## src/rtl/mem_burst_if.sv

```systemverilog
// Command, write-data, read-data and memory-port signals of the burst controller.
// slave is the controller side, master is the requester/memory side.
interface mem_burst_if #(
  parameter int unsigned ADDR_W = 16,
  parameter int unsigned DATA_W = 32,
  parameter int unsigned LEN_W  = 8
);
  logic              cmd_valid;
  logic              cmd_ready;
  logic              cmd_we;
  logic [ADDR_W-1:0] cmd_addr;
  logic [LEN_W-1:0]  cmd_len;

  logic              wr_valid;
  logic              wr_ready;
  logic [DATA_W-1:0] wr_data;

  logic              rd_valid;
  logic              rd_ready;
  logic [DATA_W-1:0] rd_data;

  logic [ADDR_W-1:0] mem_addr;
  logic              mem_we;
  logic [DATA_W-1:0] mem_wdata;
  logic [DATA_W-1:0] mem_rdata;

  logic              busy;

  modport slave (
    input  cmd_valid, cmd_we, cmd_addr, cmd_len,
    input  wr_valid, wr_data, rd_ready, mem_rdata,
    output cmd_ready, wr_ready, rd_valid, rd_data,
    output mem_addr, mem_we, mem_wdata, busy
  );

  modport master (
    output cmd_valid, cmd_we, cmd_addr, cmd_len,
    output wr_valid, wr_data, rd_ready, mem_rdata,
    input  cmd_ready, wr_ready, rd_valid, rd_data,
    input  mem_addr, mem_we, mem_wdata, busy
  );
endinterface

```

## src/rtl/mem_burst_ctrl.sv

```systemverilog
// Burst controller: turns address/length commands into single-beat memory accesses,
// passing write beats straight through and buffering read data in a 2-entry FIFO.
module mem_burst_ctrl #(
  parameter int unsigned ADDR_W = 16,
  parameter int unsigned DATA_W = 32,
  parameter int unsigned LEN_W  = 8
) (
  input  logic          clk,
  input  logic          rst_n,
  mem_burst_if.slave    bus
);

  localparam int unsigned CNT_W = 2;

  typedef enum logic [1:0] {
    S_IDLE  = 2'd0,
    S_WRITE = 2'd1,
    S_READ  = 2'd2,
    S_DRAIN = 2'd3
  } state_t;

  state_t            r_state;
  state_t            w_state_nxt;

  logic [ADDR_W-1:0] r_cur_addr;
  logic [LEN_W-1:0]  r_remaining;
  logic              r_inflight;
  logic [DATA_W-1:0] r_fifo [2];
  logic              r_wptr;
  logic              r_rptr;
  logic [CNT_W-1:0]  r_count;

  logic              w_cmd_ready;
  logic              w_cmd_fire;
  logic              w_wr_beat;
  logic              w_pop;
  logic              w_push;
  logic              w_rd_issue;
  logic              w_issue;
  logic [CNT_W-1:0]  w_count_nxt;

  // cmd_ready is gated by reset so it stays low while held and rises as soon as it releases
  assign w_cmd_ready = (r_state == S_IDLE) & rst_n;
  assign w_cmd_fire  = bus.cmd_valid & w_cmd_ready;
  assign w_wr_beat   = (r_state == S_WRITE) & bus.wr_valid;
  assign w_pop       = (r_count != '0) & bus.rd_ready;
  assign w_push      = r_inflight;
  assign w_count_nxt = r_count + CNT_W'(w_push) - CNT_W'(w_pop);

  // Issue only when the word can be guaranteed a FIFO slot on arrival
  assign w_rd_issue  = (r_state == S_READ) &&
                       ((3'(r_count) + 3'(r_inflight)) < (3'd2 + 3'(w_pop)));
  assign w_issue     = w_wr_beat | w_rd_issue;

  assign bus.cmd_ready = w_cmd_ready;
  assign bus.wr_ready  = (r_state == S_WRITE);
  assign bus.rd_valid  = (r_count != '0);
  assign bus.rd_data   = r_fifo[r_rptr];
  assign bus.mem_addr  = r_cur_addr;
  assign bus.mem_we    = w_wr_beat;
  assign bus.mem_wdata = w_wr_beat ? bus.wr_data : '0;
  assign bus.busy      = (r_state != S_IDLE);

  // State register
  always_ff @(posedge clk or negedge rst_n) begin
    if (!rst_n) r_state <= S_IDLE;
    else        r_state <= w_state_nxt;
  end

  // Next-state logic
  always_comb begin
    w_state_nxt = r_state;
    case (r_state)
      S_IDLE:  if (w_cmd_fire) w_state_nxt = bus.cmd_we ? S_WRITE : S_READ;
      S_WRITE: if (w_wr_beat && (r_remaining == '0)) w_state_nxt = S_IDLE;
      S_READ:  if (w_rd_issue && (r_remaining == '0)) w_state_nxt = S_DRAIN;
      S_DRAIN: if (!r_inflight && (w_count_nxt == '0)) w_state_nxt = S_IDLE;
      default: w_state_nxt = S_IDLE;
    endcase
  end

  // Burst address/length tracking and read-return FIFO
  always_ff @(posedge clk or negedge rst_n) begin
    if (!rst_n) begin
      r_cur_addr  <= '0;
      r_remaining <= '0;
      r_inflight  <= 1'b0;
      r_fifo[0]   <= '0;
      r_fifo[1]   <= '0;
      r_wptr      <= 1'b0;
      r_rptr      <= 1'b0;
      r_count     <= '0;
    end else begin
      if (w_cmd_fire) begin
        r_cur_addr  <= bus.cmd_addr;
        r_remaining <= bus.cmd_len;
      end else if (w_issue) begin
        r_cur_addr  <= r_cur_addr + ADDR_W'(1);
        r_remaining <= r_remaining - LEN_W'(1);
      end
      r_inflight <= w_rd_issue;
      if (w_push) begin
        r_fifo[r_wptr] <= bus.mem_rdata;
        r_wptr         <= ~r_wptr;
      end
      if (w_pop) r_rptr <= ~r_rptr;
      r_count <= w_count_nxt;
    end
  end

endmodule

```

## src/flat_wrapper.sv

```systemverilog
// flat-port wrapper written by rule: the top's interface ports become plain ports
module mem_burst_ctrl_flat 
#(
  parameter int unsigned ADDR_W = 16,
  parameter int unsigned DATA_W = 32,
  parameter int unsigned LEN_W  = 8
)
  (clk, rst_n, bus_cmd_valid, bus_cmd_we, bus_cmd_addr, bus_cmd_len, bus_wr_valid, bus_wr_data, bus_rd_ready, bus_mem_rdata, bus_cmd_ready, bus_wr_ready, bus_rd_valid, bus_rd_data, bus_mem_addr, bus_mem_we, bus_mem_wdata, bus_busy);
  mem_burst_if #(.ADDR_W(ADDR_W), .DATA_W(DATA_W), .LEN_W(LEN_W)) bus_i ();
  input  logic clk;
  input  logic rst_n;
  input wire logic [$bits(bus_i.cmd_valid)-1:0] bus_cmd_valid;
  input wire logic [$bits(bus_i.cmd_we)-1:0] bus_cmd_we;
  input wire logic [$bits(bus_i.cmd_addr)-1:0] bus_cmd_addr;
  input wire logic [$bits(bus_i.cmd_len)-1:0] bus_cmd_len;
  input wire logic [$bits(bus_i.wr_valid)-1:0] bus_wr_valid;
  input wire logic [$bits(bus_i.wr_data)-1:0] bus_wr_data;
  input wire logic [$bits(bus_i.rd_ready)-1:0] bus_rd_ready;
  input wire logic [$bits(bus_i.mem_rdata)-1:0] bus_mem_rdata;
  output wire logic [$bits(bus_i.cmd_ready)-1:0] bus_cmd_ready;
  output wire logic [$bits(bus_i.wr_ready)-1:0] bus_wr_ready;
  output wire logic [$bits(bus_i.rd_valid)-1:0] bus_rd_valid;
  output wire logic [$bits(bus_i.rd_data)-1:0] bus_rd_data;
  output wire logic [$bits(bus_i.mem_addr)-1:0] bus_mem_addr;
  output wire logic [$bits(bus_i.mem_we)-1:0] bus_mem_we;
  output wire logic [$bits(bus_i.mem_wdata)-1:0] bus_mem_wdata;
  output wire logic [$bits(bus_i.busy)-1:0] bus_busy;
  assign bus_i.cmd_valid = bus_cmd_valid;
  assign bus_i.cmd_we = bus_cmd_we;
  assign bus_i.cmd_addr = bus_cmd_addr;
  assign bus_i.cmd_len = bus_cmd_len;
  assign bus_i.wr_valid = bus_wr_valid;
  assign bus_i.wr_data = bus_wr_data;
  assign bus_i.rd_ready = bus_rd_ready;
  assign bus_i.mem_rdata = bus_mem_rdata;
  assign bus_cmd_ready = bus_i.cmd_ready;
  assign bus_wr_ready = bus_i.wr_ready;
  assign bus_rd_valid = bus_i.rd_valid;
  assign bus_rd_data = bus_i.rd_data;
  assign bus_mem_addr = bus_i.mem_addr;
  assign bus_mem_we = bus_i.mem_we;
  assign bus_mem_wdata = bus_i.mem_wdata;
  assign bus_busy = bus_i.busy;
  mem_burst_ctrl #(.ADDR_W(ADDR_W), .DATA_W(DATA_W), .LEN_W(LEN_W)) u_core (.clk(clk), .rst_n(rst_n), .bus(bus_i));
endmodule
```

## config.mk

```make
export PLATFORM = sky130hd
export DESIGN_NAME = mem_burst_ctrl_flat
export DESIGN_NICKNAME = d
export VERILOG_FILES = /design/src/rtl/mem_burst_if.sv /design/src/rtl/mem_burst_ctrl.sv /design/src/flat_wrapper.sv
export SDC_FILE = /design/constraint.sdc
export NUM_CORES = 1
export LEC_CHECK = 0
export BUFFER_PORTS_ARGS = -buffer_cell sky130_fd_sc_hd__buf_2
export CELL_PAD_IN_SITES_DETAIL_PLACEMENT = 1
export CELL_PAD_IN_SITES_GLOBAL_PLACEMENT = 1
export CORE_UTILIZATION = 41
export DETAILED_ROUTE_END_ITERATION = 12
export PLACE_DENSITY_LB_ADDON = 0.1
export REMOVE_ABC_BUFFERS = 1
export SLEW_MARGIN = 20
export SYNTH_ARGS = -nofsm -noshare
export SYNTH_HDL_FRONTEND = slang
export SYNTH_SLANG_ARGS = --single-unit
```

## constraint.sdc

```tcl
create_clock -name clk -period 4.3 [get_ports clk]
set_input_delay 0.86 -clock clk [delete_from_list [all_inputs] [get_ports clk]]
set_output_delay 0.86 -clock clk [all_outputs]
set_load 0.005 [all_outputs]
```

## Word level (Yosys, flattened, before mapping)

Index checks and enable logic that the tools add are counted.

- Memories kept: 0
- Latch bits: 0
- Input bits: 94
- Bits in writable memories: 0
- Logic and storage cells: 65
- Flip-flop bits (word level): 95
- Memory bits (read-only): 0

- Multipliers: 0
- Div/mod/pow operators: 0
- Bitwise operators: 9
- $lt $le $gt $ge: 4
- Shifts and indexed selects: 0
- Add/subtract/negate cells: 6
- Mux-type cells: 17
- Reduce and logical (&&, ||, !) cells: 13
- Eq/ne operators: 7

Operator list:

| cell | count |
|---|---|
| 32-bit two-way mux | 5 |
| 64-bit bitwise mux | 1 |
| 32-bit demux with 1-bit select | 1 |
| 16-bit two-way mux | 2 |
| 16-bit by 1-bit adder with 16-bit output, second input constant | 1 |
| 8-bit two-way mux | 2 |
| 2-bit two-way mux | 5 |
| 8-bit logical NOT | 1 |
| 2-bit case mux with 4 select lines | 1 |
| 8-bit by 1-bit subtractor with 8-bit output, second input constant | 1 |
| 2-bit by 1-bit != test with 1-bit output, second input constant | 3 |
| 2-bit nonzero test | 3 |
| 1-bit logical AND | 5 |
| 1-bit AND | 4 |
| 2-bit equality test, second input constant | 2 |
| 2-bit >= comparator, second input constant | 2 |
| 2-bit logical NOT | 2 |
| 1-bit NOT with 2-bit output | 2 |
| 4-bit AND reduction | 1 |
| 2-bit by 1-bit adder with 3-bit output | 1 |
| 2-bit by 1-bit adder with 3-bit output, first input constant | 1 |
| 3-bit less-than comparator | 1 |
| 2-bit by 1-bit adder with 2-bit output | 1 |
| 2-bit by 1-bit equality test with 1-bit output, second input constant | 1 |
| other kinds (6) | 7 |

## Depth between registers and ports, before layout

- Depth after elaboration: 8
- Gate-level depth with buffers: 10
- Mapped depth without buffers: 10

## Worst setup path after synthesis

No wires, ideal clock.

- Path kind: input to register
- Start point: input port bus_rd_ready
- End point: register u_core.r_state[0]
- Stages: 10
- Path slack: 1.607 ns
- Path buffers: 0
- Data arrival time: 2.614 ns
- Required time: 4.221 ns
- Cells stage by stage: o21ai_0 inv_1 ha_1 inv_1 ha_1 xnor2_1 xnor2_1 or4b_1 o21ai_0 mux2i_1

RTL lines:

| item | RTL line | text |
|---|---|---|
| start: declaration | flat_wrapper.sv:18 | `input wire logic [$bits(bus_i.rd_ready)-1:0] bus_rd_ready;` |
| 1-bit AND | mem_burst_ctrl.sv:46 | `assign w_pop = (r_count != '0) & bus.rd_ready;` |
| net u_core.w_pop | mem_burst_ctrl.sv:36 | `logic w_pop;` |
| 2-bit by 1-bit subtractor with 2-bit output | mem_burst_ctrl.sv:48 | `assign w_count_nxt = r_count + CNT_W'(w_push) - CNT_W'(w_pop);` |
| net u_core.w_count_nxt[1] | mem_burst_ctrl.sv:40 | `logic [CNT_W-1:0] w_count_nxt;` |
| 2-bit logical NOT | mem_burst_ctrl.sv:77 | `S_DRAIN: if (!r_inflight && (w_count_nxt == '0)) w_state_nxt = S_IDLE;` |
| 1-bit logical AND | mem_burst_ctrl.sv:77 |  |
| 2-bit by 1-bit != test with 1-bit output (no line) | n/a |  |
| 4-bit AND reduction (no line) | n/a |  |
| end signal: assignment | mem_burst_ctrl.sv:67 | `else r_state <= w_state_nxt;` |
| end: declaration | mem_burst_ctrl.sv:22 | `state_t r_state;` |

The timed path passes the listed nets, and every way through them passes these cells.
A chain may end at the register's enable or synchronous reset.

## Worst setup path after layout

- Start point: register u_core.r_count[1]
- End point: register u_core.r_state[0]

RTL lines:

| item | RTL line | text |
|---|---|---|
| start: declaration | mem_burst_ctrl.sv:31 | `logic [CNT_W-1:0] r_count;` |
| start signal: assignment | mem_burst_ctrl.sv:107 | `r_count <= w_count_nxt;` |
| 2-bit nonzero test | mem_burst_ctrl.sv:46 |  |
| 1-bit AND | mem_burst_ctrl.sv:46 |  |
| net u_core.w_pop | mem_burst_ctrl.sv:36 |  |
| 2-bit by 1-bit subtractor with 2-bit output | mem_burst_ctrl.sv:48 |  |
| net u_core.w_count_nxt[1] | mem_burst_ctrl.sv:40 |  |
| 2-bit logical NOT | mem_burst_ctrl.sv:77 |  |
| 1-bit logical AND | mem_burst_ctrl.sv:77 |  |
| 2-bit by 1-bit != test with 1-bit output (no line) | n/a |  |
| 4-bit AND reduction (no line) | n/a |  |

The timed path passes the listed nets, and every way through them passes these cells.

==> results by group <==
Status
  – Status: finished clean

Drt
  – Post-DR vias/cell: 5.34
  – Remaining DRCs: 0
  – Iteration-0 DRC Markers: 127
  – DRT Pass-1 Iters: 4
  – Wirelength per Cell: 17.2 um
  – Vias: roughly 4000
  – Post-Route WL: 12800 um
  – Post-route ant nets: 0

Global route
  – Gr usage total: 21.9%
  – Number of global-route vias before repair: 4210
  – First-pass GRT wire length: 21400 um
  – Antenna violations before repair: 0
  – Largest net degree at the start of global routing: 70
  – Overflow after GRT: 0

Pwr
  – Peak VDD IR: 376 uV
  – Switching share of total power: 36.7%
  – Combinational share of power: 45.8%
  – Leak: 3.07 nW
  – Clock share of power: 16.6%
  – Sequential power share: between 30% and 40%
  – Pwr dens: between 700 and 800 nW/um^2
  – Int Pwr: around 2.9 mW
  – Psw: 1.66 mW

Place
  – Port Buffer Count: 178
  – GPL Wtd Cong: 0.780
  – Placed wire-length estimate: about 9000 um
  – Dpl cell area: 5820 um^2

Cells and area
  – Antenna Cells: 0
  – Register area: 2380 um^2
  – Footprint of the multi-input gates: 2280 um^2
  – Nets: 699
  – Final instance area: between 6000 and 7000 um^2
  – Layout cells sized above 1: 50.7%
  – Filler instances: about 1300
  – Area Growth Syn to Fin: 25.7%

Die
  – Initial Utilization: between 40 and 50%
  – Core area: 11500 um^2
  – Die height: 111 um
  – I/O pin count: 179
  – Die area: between 10000 and 15000 um^2
  – Rows: 39
  – DIE WIDTH: about 110 um

CTS
  – CTS H-tree depth: 3
  – Reg clk slew, reported paths: approximately 0.07 ns
  – CTS tree: done
  – Clk Latency, worst-skew pair: between 0.3 and 0.4 ns
  – # hold bufs at CTS: 0
  – Post-CTS setup buffers: 0
  – Post-CTS resize count: 0
  – Clk Tree Root Cell: clkbuf_16
  – TritonCTS Sinks: 95
  – Clock Path Buffers: 2
  – CTS buffer count: 9

Timing
  – Min cycle time layout: 2.79 ns
  – Sum Neg Setup Slack: 0 ns
  – Final setup fails: 0
  – Least-Margin Pin Slew: between 0.9 and 1 ns
  – Max_slew headroom: 33.3%
  – Final critical-path share of the clock period: 64.8%
  – RSZ-0062 raised after global routing: false
  – Max-slew violations: 0
  – Clk_skew: roughly 0.0053 ns
  – Final Hold Vio Count: 0
  – Fmax: 0.359 GHz

Synthesis
  – Yosys warning count: 0
  – Number of synthesized flops with an enable pin: 0
  – Yosys top cell area share: between 40% and 50%
  – Seq/Total Area, Yosys: roughly half
  – Library cells used by synthesis: between 40 and 50
  – Dominant cell type by area after synthesis: dfrtp_1
  – Mapped cell area: 4850 um^2
  – Async set or reset register ratio after synthesis: 100%
  – Syn avg cell area: 11.3 um^2
  – Synthesized flop and latch total: 95
  – Ys flop type: dfrtp_1
  – Most frequent cells after synthesis: mux2_2 (96), dfrtp_1 (95), and3_1 (37), a21oi_1 (35), nand2_1 (21)
  – Top post-synthesis cells by area: dfrtp_1 (49%), mux2_2 (22%), and3_1 (4.8%)
  – Synth Instances: 430
  – Top-count cell post-synth: mux2_2

Worst setup path
  – CP max FO: 4
  – Nature of the critical path endpoint: flip-flop
  – Slowest-stage cell, CP: or4b_1
  – Critical path cell sequence: o21ai_0 -> inv_1 -> ha_1 -> inv_1 -> ha_1 -> xnor2_1 -> xnor2_1 -> or4b_1 -> o21ai_0 -> mux2i_1
  – Setup crit start kind: flip-flop
  – Critical path class: flip-flop to flip-flop
  – Worst path required time: 4.57 ns
  – CP peak stage delay: 0.51 ns
  – Worst EP arrival: about 3.1 ns

Run
  – Maximum capacitance violations: 0

Worst hold path
  – Hold WC Path Type: input pin to asynchronous set/reset pin
## logic make-up after synthesis
kind of cell               after synthesis  synth area share (%)
DFF                                     95                  49.0
AOI/OAI and AO/OA                       83                  9.76
xor gates and xnor gates                 5                 0.903
and+or+nand+nor                        105                  11.8
muxes                                   97                  22.5
adders and majority gates                7                  1.81
buffers and inverters                   38                  4.21
## routing by layer
layer  up-vias  GRT usage, %  part of all wire, %  wire (um)
li1       1883             -                    -          -
met3        13          5.19                  5.2        673
met5         -             0                    0          0
met2       112          38.1                   52       6620
met4         0          7.02                  1.5        186
met1      1973          26.8                   42       5340
## path summary, 6_finish.rpt
path / slack (ns) / cells after the start / startpoint / to
setup reg to reg: 1.51 / 10 / u_core.r_count[1] / u_core.r_state[0]
hold / removal: 0.42 / 1 / rst_n / u_core.r_fifo[40]
setup / recovery: 1.51 / 10 / u_core.r_count[1] / u_core.r_state[0]
max in group asynchronous: 2.63 / 2 / rst_n / u_core.bus.mem_addr[9]
hold reg to reg: 0.51 / 1 / u_core.r_fifo[29] / u_core.r_fifo[29]
min in group clk: 0.51 / 1 / u_core.r_fifo[29] / u_core.r_fifo[29]
## power by group through the flow
stage | combinational (mW) | sequential, mW | clock (mW)
3_3_place_gp | 2.01 | 1.66 | 0
2_1_floorplan | 1.31 | 1.63 | 0
5_1_grt | 2.30 | 1.77 | 0.806
3_5_place_dp | 2.08 | 1.71 | 0
6_report | 2.07 | 1.70 | 0.751
4_1_cts | 2.11 | 1.70 | 0.772
## state kept, by name, indices dropped and copies added (netlist names)
register             flops
u_core.r_remaining       8
u_core.r_inflight        1
u_core.r_count           2
u_core.bus.mem_addr     16
u_core.r_state           2
u_core.r_wptr            1
u_core.r_rptr            1
u_core.r_fifo           64
## stage by stage
stage / instances / hold WS [ns] / setup WS, ns / power, mW / utilization [%]
5_1_grt: 746 / 0.455 / 1.32 / 4.87 / 53.1
2_1_floorplan: 401 / 0.461 / 1.46 / 2.94 / -
6_report: 746 / 0.422 / 1.51 / 4.52 / 53.1
3_5_place_dp: 730 / 0.489 / 1.26 / 3.79 / 50.7
3_3_place_gp: 730 / 0.481 / 1.40 / 3.67 / 50.7
4_1_cts: 746 / 0.438 / 1.51 / 4.58 / 53.1
## critical path: cells and delay by family (launching register included)
kind,cells,cell delay [ns]
AO/OA/AOI/OAI,2,0.61
AND/OR/NAND/NOR,1,0.51
adder cells (fa/ha/maj),2,0.49
flip-flops,1,0.42
XOR/XNOR,2,0.29
multiplexers,1,0.22
buffers and inverters,2,0.17
## area by class of cell
type                    count  area share [%]
flip-flops and latches     95            39.0
multi-input cells         297            37.4
repair buffers            186            15.7
clock buffers              10            3.76
well taps                 143            2.94
clock inverters             6           0.719
inverters                   9           0.555
## cells in the final DEF (no fill, tap or decap), drive strengths merged
cell and count:
o31ai 2, o211ai 1, clkinvlp 1, nand2 22, nand4 1, nor3 4, nand3 11, o22ai 8
xnor2 4, clkinv 3, and4 2, nand4b 1, nor2 14, dfrtp 95, o21a 1, mux2 96
mux2i 1, a31o 1, or4b 1, o31a 1, nor2b 1, a21o 2, o221ai 1, buf 186
ha 7, and3 37, a311oi 1, o21ai 24, nor4b 1, clkbuf 10, a21oi 35, inv 11
and2 3, xor2 1, or2 5, a22o 1, a22oi 3, nand2b 1, or2b 1, a31oi 2
Note: power is estimated with default switching activity, not from simulation.
